`config.mk`:
```
export PLATFORM = sky130hd
export DESIGN_NAME = keysw_input
export DESIGN_NICKNAME = d
export VERILOG_FILES = /design/src/rtl/keysw_input_pkg.sv /design/src/rtl/keysw_debounce.sv /design/src/rtl/keysw_input.sv
export SDC_FILE = /design/constraint.sdc
export NUM_CORES = 1
export LEC_CHECK = 0
export ABC_CLOCK_PERIOD_IN_PS = 4300
export CAP_MARGIN = 10
export CORE_UTILIZATION = 55
export CTS_CLUSTER_DIAMETER = 30
export DETAILED_ROUTE_END_ITERATION = 10
export DONT_BUFFER_PORTS = 1
export PLACE_DENSITY_LB_ADDON = 0.12
export RECOVER_POWER = 25
export SETUP_SLACK_MARGIN = 0.1
export SLEW_MARGIN = 0
export SYNTH_ARGS = -nofsm -noshare
export SYNTH_HDL_FRONTEND = slang
export SYNTH_SLANG_ARGS = --single-unit
```
`constraint.sdc`:
```
create_clock -name clk -period 4.3 [get_ports clk]
set_clock_uncertainty 0.2 [all_clocks]
set_input_delay 0.86 -clock clk [delete_from_list [all_inputs] [get_ports clk]]
set_output_delay 0.86 -clock clk [all_outputs]
set_load 0.01 [all_outputs]
```
`src/rtl/keysw_input_pkg.sv`:
```
// Shared register map and address type for the keysw_input key/switch reader.
package keysw_input_pkg;

  localparam int unsigned DATA_W = 32;
  localparam int unsigned ADDR_W = 2;

  typedef logic [ADDR_W-1:0] reg_addr_t;

  localparam reg_addr_t REG_STATE = 2'd0;
  localparam reg_addr_t REG_MASK  = 2'd1;
  localparam reg_addr_t REG_EDGE  = 2'd2;
  localparam reg_addr_t REG_RAW   = 2'd3;

endpackage

```
`src/rtl/keysw_debounce.sv`:
```
// One pin: 2-FF synchronizer, stability counter and press-rise pulse.
// With KEYSW_INPUT_RAW_READ_EN defined the synchronized undebounced level is exported.
module keysw_debounce
  import keysw_input_pkg::*;
#(
  parameter int unsigned DEBOUNCE_CYCLES = 500000
) (
  input  logic clk,
  input  logic reset,
  input  logic pressed,
  output logic stable,
  output logic rise_c
`ifdef KEYSW_INPUT_RAW_READ_EN
  ,
  output logic raw
`endif
);

  localparam int unsigned CNT_W = (DEBOUNCE_CYCLES > 2) ? $clog2(DEBOUNCE_CYCLES) : 1;
  localparam logic [CNT_W-1:0] CNT_MAX = CNT_W'(DEBOUNCE_CYCLES - 1);

  logic             s1_q;
  logic             s2_q;
  logic             stable_q;
  logic             stable_d;
  logic [CNT_W-1:0] cnt_q;
  logic [CNT_W-1:0] cnt_d;

  always_ff @(posedge clk) begin
    if (reset) begin
      s1_q     <= 1'b0;
      s2_q     <= 1'b0;
      stable_q <= 1'b0;
      cnt_q    <= '0;
    end else begin
      s1_q     <= pressed;
      s2_q     <= s1_q;
      stable_q <= stable_d;
      cnt_q    <= cnt_d;
    end
  end

  // Any sample matching the accepted level restarts the count.
  always_comb begin
    stable_d = stable_q;
    cnt_d    = '0;
    if (s2_q != stable_q) begin
      if (cnt_q == CNT_MAX) begin
        stable_d = s2_q;
      end else begin
        cnt_d = cnt_q + CNT_W'(1);
      end
    end
  end

  assign stable = stable_q;
  assign rise_c = stable_d & ~stable_q;

`ifdef KEYSW_INPUT_RAW_READ_EN
  assign raw = s2_q;
`endif

endmodule

```
`src/rtl/keysw_input.sv`:
```
// Debounced key/switch bank behind a 4-register bus slave with sticky press capture and maskable irq.
// Define KEYSW_INPUT_RAW_READ_EN to make address 3 return the synchronized, undebounced pins.
module keysw_input
  import keysw_input_pkg::*;
#(
  parameter int unsigned INPUTS          = 4,
  parameter bit          ACTIVE_LOW      = 1'b1,
  parameter int unsigned DEBOUNCE_CYCLES = 500000
) (
  input  logic              clk,
  input  logic              reset,
  input  logic [1:0]        ctrl_address,
  input  logic              ctrl_read,
  output logic [31:0]       ctrl_readdata,
  input  logic              ctrl_write,
  input  logic [31:0]       ctrl_writedata,
  input  logic [INPUTS-1:0] key_in,
  output logic              irq
);

  localparam logic [INPUTS-1:0] POLARITY = {INPUTS{ACTIVE_LOW}};

  logic [INPUTS-1:0] pressed;
  logic [INPUTS-1:0] stable;
  logic [INPUTS-1:0] rise_c;
`ifdef KEYSW_INPUT_RAW_READ_EN
  logic [INPUTS-1:0] raw;
`endif

  assign pressed = key_in ^ POLARITY;

  for (genvar i = 0; i < INPUTS; i++) begin : g_pin
    keysw_debounce #(
      .DEBOUNCE_CYCLES(DEBOUNCE_CYCLES)
    ) u_debounce (
      .clk    (clk),
      .reset  (reset),
      .pressed(pressed[i]),
      .stable (stable[i]),
      .rise_c (rise_c[i])
`ifdef KEYSW_INPUT_RAW_READ_EN
      ,
      .raw    (raw[i])
`endif
    );
  end

  logic [INPUTS-1:0] mask_q;
  logic [INPUTS-1:0] mask_d;
  logic [INPUTS-1:0] edge_cap_q;
  logic [INPUTS-1:0] edge_cap_d;
  logic [DATA_W-1:0] readdata_q;
  logic [DATA_W-1:0] readdata_d;
  logic [DATA_W-1:0] rd_mux_c;
  logic              irq_q;
  logic              irq_d;
  logic [INPUTS-1:0] wdata_c;
  logic              unused_wdata;

  // Write data above the pin count has no destination.
  assign wdata_c      = ctrl_writedata[INPUTS-1:0];
  assign unused_wdata = ^(ctrl_writedata >> INPUTS);

  always_ff @(posedge clk) begin
    if (reset) begin
      mask_q     <= '0;
      edge_cap_q <= '0;
      readdata_q <= '0;
      irq_q      <= 1'b0;
    end else begin
      mask_q     <= mask_d;
      edge_cap_q <= edge_cap_d;
      readdata_q <= readdata_d;
      irq_q      <= irq_d;
    end
  end

  always_comb begin
    rd_mux_c = '0;
    case (reg_addr_t'(ctrl_address))
      REG_STATE: rd_mux_c = DATA_W'(stable);
      REG_MASK:  rd_mux_c = DATA_W'(mask_q);
      REG_EDGE:  rd_mux_c = DATA_W'(edge_cap_q);
`ifdef KEYSW_INPUT_RAW_READ_EN
      REG_RAW:   rd_mux_c = DATA_W'(raw);
`endif
      default:   rd_mux_c = '0;
    endcase
  end

  // Reads see pre-write state; a new press beats a same-cycle clear.
  always_comb begin
    mask_d     = mask_q;
    edge_cap_d = edge_cap_q | rise_c;
    readdata_d = readdata_q;
    irq_d      = |(edge_cap_q & mask_q);
    if (ctrl_write) begin
      if (reg_addr_t'(ctrl_address) == REG_MASK) begin
        mask_d = wdata_c;
      end
      if (reg_addr_t'(ctrl_address) == REG_EDGE) begin
        edge_cap_d = (edge_cap_q & ~wdata_c) | rise_c;
      end
    end
    if (ctrl_read) begin
      readdata_d = rd_mux_c;
    end
  end

  assign ctrl_readdata = readdata_q;
  assign irq           = irq_q;

endmodule

```
# Word level (Yosys, flattened, before mapping)
# Index checks and enable logic that the tools add are counted.
[op_classes]
n_addsub = 4
mul = 0
n_div = 0
n_lt_le_gt_ge = 0
n_eq_ne = 10
n_shift = 0
mux = 11
n_bitwise = 18
reduce_logical = 7
[op_table]
columns = ["op", "count"]
rows = [
  ["$add 19x1->19 const B", 4],
  ["$eq 19x19->1 const B", 4],
  ["$pmux 4 s3", 1],
  ["$reduce_or 3->1", 4],
  ["$and 4x4->4", 2],
  ["$mux 1", 8],
  ["$mux 4", 2],
  ["$not 1->1", 8],
  ["$not 4->4", 2],
  ["$or 4x4->4", 2],
  ["$and 1x1->1", 4],
  ["$ne 1x1->1", 4],
  ["$reduce_or 4->1", 1],
  ["$eq 2x1->1 const B", 1],
  ["$eq 2x2->1 const B", 1],
  ["$logic_not 2->1", 1],
  ["$reduce_and 2->1", 1],
]
[totals]
regBits = 129
latchBits = 0
mem_bits_rw = 0
romBits = 0
input_bits = 42
output_inout_bits = 33
elab_cells = 70
mem_count = 0

# Longest topological paths before layout
# Gate-level depths: netlist of run 1.
[logic_depth]
depth_word = 7
depth_mapped = 6
depth_no_buf = 5

# Hierarchy
# A second synthesis of run 1 with hierarchy kept.
[unflattened]
hier_cells = 519
hier_area_um2 = 4904.7
[modules_own_cells]
columns = ["module", "n_inst", "cells_each", "area_each_um2", "seq_area_each_um2"]
rows = [
  ["keysw_debounce", 4, 106, 1019.7, 440.4],
  ["keysw_input", 1, 95, 825.8, 260.2],
]

# Worst setup path after synthesis of run 1
# OpenSTA, ideal clock, no wires.
[synth_timing]
path_kind = "in2reg"
start = "input port ctrl_address[1]"
end = "register mask_q[0]"
arrival_ps = 1672
path_slack_ps = 2301
cell_stages = 5
path_cell_list = "clkbuf_1 > nor2b_1 > nand2_1 > mux2i_1 > nor2_1"
[synth_between]
elab_chain_cells = 2
[synth_rtl]
columns = ["element", "line", "source"]
rows = [
  ["from (decl)", "keysw_input.sv:12", "input logic [1:0] ctrl_address,"],
  ["$eq 2x1->1", "keysw_input.sv:98", "if (reg_addr_t'(ctrl_address) == REG_MASK) begin"],
  ["$reduce_and 2->1 (no line)", "-", ""],
  ["to (signal assigned)", "keysw_input.sv:71", "mask_q <= mask_d;"],
  ["to (decl)", "keysw_input.sv:48", "logic [INPUTS-1:0] mask_q;"],
]
# Every way passes these cells.
# A chain may end at the register's enable or synchronous reset.

# Final worst setup path of run 1
[layout_timing]
start = "register g_pin[0].u_debounce.cnt_q[1]"
end = "register g_pin[0].u_debounce.cnt_q[9]"
[layout_between]
elab_chain_cells = 2
word_cells_on_any_way = 3
[layout_rtl]
columns = ["element", "line", "source"]
rows = [
  ["from (decl)", "keysw_debounce.sv:26", "logic [CNT_W-1:0] cnt_q;"],
  ["from (signal assigned)", "keysw_debounce.sv:39", "cnt_q <= cnt_d;"],
  ["parallel branches: the longest is 2 deep, another holds $add 19x1->19", "-", ""],
]
# Parallel ways; which one is timed is not known.

==> results.cfg, run 1 <==
[clock_tree]
clk_path_buf_depth = 2
htree_levels = 3
clk_pin_slew_ns = 0.09
cts_setup_buffers = 0
clock_sinks = 101
cts_repair_resize_count = 0
cts_tree = done
ctsHoldBuffers = 0
clk_latency_ns = 0.36
cts_buffers = 9
root_buffer = clkbuf_8

[cells_and_area]
fin_area_mm2 = 0.00484
final_common_cell = dfxtp_1
area_delta_synth_final_pct = 3.28
multi_input_area_mm2 = 0.00242
final_nets = 578
antennaDiodeCount = 0
layout_common_cells = dfxtp_1, nor2_1, xnor2_1
fillCellCount = 742
drive_above_1_share_pct = 5.96
register_area_mm2 = 0.00202

[synth]
async_flop_share_pct = 0
synth_area_mm2 = 0.00469
synth_cell_type_count = 48
syn_inst = 538
synth_edf_count = 0
yosysWarnings = 0
ys.flop_type = dfxtp_1
synth_seq_cells = 101
ys_seq_area_share_pct = 43.1
avgSynthCellArea_um2 = 8.72

[routing]
drt-pass1-iter-count = 4
drtAntennaViolNets = 0
vias_per_cell = 5.37
vias = 3445
wl_per_cell_um = 12.6
wl_um = 8090
drc_errors = 0
first_iter_violations = 125

[min_path]
min_to = g_pin[3].u_debounce.s2_q
min_delay_path_depth = 1
hp-class = reg -> reg
worstHoldStart = g_pin[3].u_debounce.s1_q

[global_route]
grt_pass1_vias = 3115
antenna_found_initial = 0
grt_overflow = 0
track_usage_pct = 19.9
grt_pass1_wl_um = 14000
grt_start_max_net_pins = 34

[die]
core_region_area_mm2 = 0.00822
die-area_mm2 = 0.00890
die_h_um = 94.3
start_util_pct = 57.1
io_pins = 75
die_w_um = 94.3
row_count = 33

[timing]
setup_violations = 0
slew_viol_final = 0
rsz0062_at_grt = false
fmax_mhz = 431
worst_pin_slew_ns = 0.729
max_slew_margin_pct = 51.4
tns_ns = 0
period_needed_ns = 2.32
hold_viol = 0
layout_worst_path_cycle_share_pct = 53.9

[placed_design]
postPlaceCellArea_mm2 = 0.00464
hpwlAfterDp_um = 5640
gp_congestion = 0.804
port_buffers = 0

[setup_path]
slowest_stage = o21ai_2
crit_path_max_fanout = 18
crit_required_ns = 4.32
r2r_slack_ns = 1.98
max_stage_delay_ns = 0.78
start_kind = flop
critPathKind = reg -> reg
worst-r2r-cell-count = 4
reg2reg_from = g_pin[0].u_debounce.cnt_q[1]
crit_chain = ha_1 -> nand4_1 -> o21ai_2 -> nor2_1
worstSetupEndpointType = flop
cp.arrival_ns = 2.34
reg2reg_to = g_pin[0].u_debounce.cnt_q[9]

[pwr]
max-vdd-ir-drop_mv = 0.237
power.density_mw_per_mm2 = 327
p_leak_nw = 1.51

[outcome]
status = finished, final reports clean

[flow_run]
drv_cap = 0
## cells by family (layout without fill, tap and decap cells)
| family | after synthesis | in the layout | synth area share (%) |
|---|---|---|---|
| other | 1 | 28 | 0.0800 |
| buffers and inverters | 63 | 35 | 7.50 |
| flip-flops | 101 | 101 | 43.1 |
| AND/OR/NAND/NOR | 248 | 248 | 28.0 |
| adder cells (fa/ha/maj) | 4 | 4 | 1.07 |
| multiplexers | 8 | 8 | 1.71 |
| XOR/XNOR | 61 | 61 | 11.4 |
| AO/OA/AOI/OAI | 52 | 52 | 7.12 |
## worst max-delay path by stage
stage                                       from  slack [ns]  cells past startpoint                            to
CTS                 g_pin[0].u_debounce.cnt_q[0]        1.94                      4  g_pin[0].u_debounce.cnt_q[9]
global placement    g_pin[0].u_debounce.cnt_q[0]        2.04                      4  g_pin[0].u_debounce.cnt_q[3]
finish              g_pin[0].u_debounce.cnt_q[1]        1.98                      4  g_pin[0].u_debounce.cnt_q[9]
floorplan                        ctrl_address[1]        2.30                      5                     mask_q[0]
detailed placement  g_pin[0].u_debounce.cnt_q[0]        1.95                      4  g_pin[0].u_debounce.cnt_q[9]
global route        g_pin[0].u_debounce.cnt_q[0]        1.72                      4  g_pin[0].u_debounce.cnt_q[5]
## state kept, by name, summed over array words and instances, names as in the netlist
name and flops:
edge_cap_q 4, g_pin.u_debounce.s2_q 4, ctrl_readdata 4, g_pin.u_debounce.stable 4
g_pin.u_debounce.s1_q 4, g_pin.u_debounce.cnt_q 76, mask_q 4, irq 1
## routing by layer
| metal | global-route usage, % | up-vias | wire length [um] |
|---|---|---|---|
| li1 | - | 1807 | - |
| met1 | 26.5 | 1572 | 4040 |
| met2 | 30.2 | 56 | 3570 |
| met3 | 5.48 | 10 | 375 |
| met4 | 8.21 | 0 | 104 |
| met5 | 0 | - | 0 |
## power by group
group,internal [mW],switching (mW),leakage (nW)
Sequential,0.942,0.00610,0.816
Combinational,0.00880,0.0231,0.592
Clock,0.286,0.318,0.0995
Total,1.24,0.347,1.51
## worst max-delay path, delay by kind of cell (launching register included)
family                   cells  cell delay, ns
adder cells (fa/ha/maj)      1            0.23
AO/OA/AOI/OAI                1            0.78
flip-flops                   1            0.41
AND/OR/NAND/NOR              2            0.56
## stage by stage
step           instances  setup WS (ns)  hold WS (ns)  power, mW  utilization [%]
6_report             642           1.98         0.246       1.58             58.9
5_1_grt              642           1.72         0.252       1.64             58.9
4_1_cts              642           1.94         0.245       1.61             58.9
3_5_place_dp         626           1.95         0.222       1.00             56.5
3_3_place_gp         626           2.04         0.218       1.00             56.5
2_1_floorplan        565           2.30         0.214       1.02                -
## cell usage after synthesis, types with 3 or more instances
master    number  share of area (%)
nor2b_1        8                1.1
nand4_1       20                2.7
mux2i_1        8                1.7
ha_1           4                1.1
o21ai_2        3               0.56
o21ai_0       12                1.3
nor2_1        97                7.8
nand3_1       25                2.7
nor4b_1        4               0.75
nor3b_1        4               0.64
o221ai_1       3               0.56
buf_2          7               0.75
dfxtp_1      101                 43
nor3_1        15                1.6
xnor2_1       44                8.2
nor4_1        17                2.3
and3_1         6               0.80
clkbuf_1       7               0.56
a211oi_1       6               0.96
and4_1         4               0.75
or3_1          4               0.53
nand2_1       20                1.6
inv_1         19                1.5
nand4_2        4                1.1
o41ai_1        3               0.56
or4_1          5               0.80
buf_4         28                4.5
a21oi_1       19                2.0
xor2_1        17                3.2
## final cells by class
cell class              count  area share, %
multi-input cells         401           49.9
flip-flops and latches    101           41.7
clock buffers              11           2.92
well taps                 105           2.71
inverters                  19           1.47
clock inverters             5           1.24
Note: power is estimated with default switching activity, not from simulation.
==> run 2, diff against run 1 <==
Settings changed: ABC_CLOCK_PERIOD_IN_PS 4300 to 1950.
Clock period 4.3 ns to 1.95 ns, I/O delays scaled along.
==> results.cfg, run 2 (synthesis results as in run 1) <==
[routing]
drtAntennaViolNets = 0
vias = 3681
wl_per_cell_um = 13.3
drc_errors = 0
first_iter_violations = 127
wl_um = 9130
vias_per_cell = 5.38
drt-pass1-iter-count = 4

[setup_path]
crit_path_max_fanout = 4
worstSetupEndpointType = flop
start_kind = flop
reg2reg_to = edge_cap_q[0]
r2r_slack_ns = 0.13
worst-r2r-cell-count = 4
slowest_stage = or4_1
crit_chain = nor4_4 -> nand4_1 -> or4_1 -> a21oi_1
reg2reg_from = g_pin[0].u_debounce.cnt_q[9]
crit_required_ns = 2.03
max_stage_delay_ns = 0.55
cp.arrival_ns = 1.90
critPathKind = reg -> reg

[global_route]
grt_overflow = 0
grt_pass1_vias = 3289
antenna_found_initial = 0
grt_pass1_wl_um = 14700
grt_start_max_net_pins = 22
track_usage_pct = 20.8

[clock_tree]
clk_latency_ns = 0.36
root_buffer = clkbuf_8
cts_tree = done
cts_buffers = 9
htree_levels = 3
clock_sinks = 101
clk_path_buf_depth = 2
clk_pin_slew_ns = 0.09

[cells_and_area]
layout_common_cells = nor2_1, dfxtp_1, xnor2_1
area_delta_synth_final_pct = 15.9
final_nets = 620
drive_above_1_share_pct = 16.1
fillCellCount = 697
final_common_cell = nor2_1
multi_input_area_mm2 = 0.00257
antennaDiodeCount = 0
top_register = g_pin.u_debounce.cnt_q
fin_area_mm2 = 0.00543
register_area_mm2 = 0.00205
largest_register_ffs = 76
fin_cells = 684

[timing]
slew_viol_final = 0
max_slew_margin_pct = 42.7
fmax_mhz = 550
tns_ns = 0
setup_violations = 0
worst_pin_slew_ns = 0.857
setup_ws_ns = 0.132
hold_viol = 0
layout_worst_path_cycle_share_pct = 93.2
rsz0062_at_grt = true
period_needed_ns = 1.82

[placed_design]
placed_cells = 646
pre_cts_ws_ns = 0.0613
gp_congestion = 0.790
hpwlAfterDp_um = 5920
port_buffers = 0
postPlaceCellArea_mm2 = 0.00481

[outcome]
status = finished, final reports clean

[die]
core_region_area_mm2 = 0.00822
row_count = 33
die-area_mm2 = 0.00890
io_pins = 75
die_w_um = 94.3
die_h_um = 94.3
start_util_pct = 57.1

[min_path]
min_to = ctrl_readdata[0]
worstHoldStart = ctrl_read
hp-class = in -> reg
min_delay_path_depth = 2

[pwr]
power.density_mw_per_mm2 = 687
p_leak_nw = 1.82
max-vdd-ir-drop_mv = 0.386

[flow_run]
drv_cap = 0
## run 2: cell types whose count changed in the layout (fill, tap and decap cells not counted), moves of 4 or more
cell	delta
nor4_1	-6
dlygate4sd3_1	+14
dfxtp_4	+5
dfxtp_2	+10
dfxtp_1	-15
nor4_4	+4
buf_4	+26
## run 2: worst max path at each step
| stage | end | cells past startpoint | from | slack, ns |
|---|---|---|---|---|
| final | edge_cap_q[0] | 4 | g_pin[0].u_debounce.cnt_q[9] | 0.13 |
| after global placement | edge_cap_q[1] | 5 | g_pin[1].u_debounce.cnt_q[0] | 0.07 |
| after floorplan | edge_cap_q[1] | 5 | g_pin[1].u_debounce.cnt_q[0] | 0.11 |
| after global routing | g_pin[3].u_debounce.cnt_q[5] | 6 | g_pin[3].u_debounce.cnt_q[14] | 0.04 |
| after CTS | edge_cap_q[1] | 5 | g_pin[1].u_debounce.cnt_q[0] | 0.10 |
| after detailed placement | edge_cap_q[1] | 5 | g_pin[1].u_debounce.cnt_q[0] | 0.06 |
## run 2: what timing repair did
item                                    4_1_cts  5_1_grt
endpoints found under the hold margin        25        0
pin swaps                                     2       11
setup buffers                                 0        8
hold buffers                                 14        0
gates cloned                                  0        0
endpoints found under the setup margin        7       60
gates resized for setup                       8       37
## run 2: cell type report
cell class	count	area share, %
Tap cell	105	2.42
Timing Repair Buffer	42	6.75
Multi-Input combinational cell	401	47.4
Inverter	19	1.31
Clock inverter	7	2.10
Sequential cell	101	37.8
Clock buffer	9	2.28
## run 2: critical path: cells and delay by family, from the launching register on
kind | cells | cell delay (ns)
AND/OR/NAND/NOR | 3 | 1.05
flip-flops | 1 | 0.38
AO/OA/AOI/OAI | 1 | 0.13
## run 2: report_power, final
group          switching [mW]  total (mW)  internal [mW]
logic                  0.0670       0.111         0.0444
registers              0.0127        2.08           2.07
clock network           0.690        1.54          0.848
## run 2: layer usage
| metal | wire length (um) | GRT usage [%] |
|---|---|---|
| met1 | 4210 | 26.2 |
| met2 | 4430 | 34.8 |
| met3 | 398 | 5.64 |
| met4 | 93 | 6.15 |
| met5 | 0 | 0 |
## run 2: metrics by stage
step | util [%] | power, mW | hold WS, ns
floorplan | - | 2.25 | 0.214
global placement | 58.6 | 2.21 | 0.219
detailed placement | 58.6 | 2.22 | 0.221
CTS | 63.6 | 3.80 | 0.00198
global route | 66.1 | 3.89 | 0.000105
finish | 66.1 | 3.73 | 0.0197
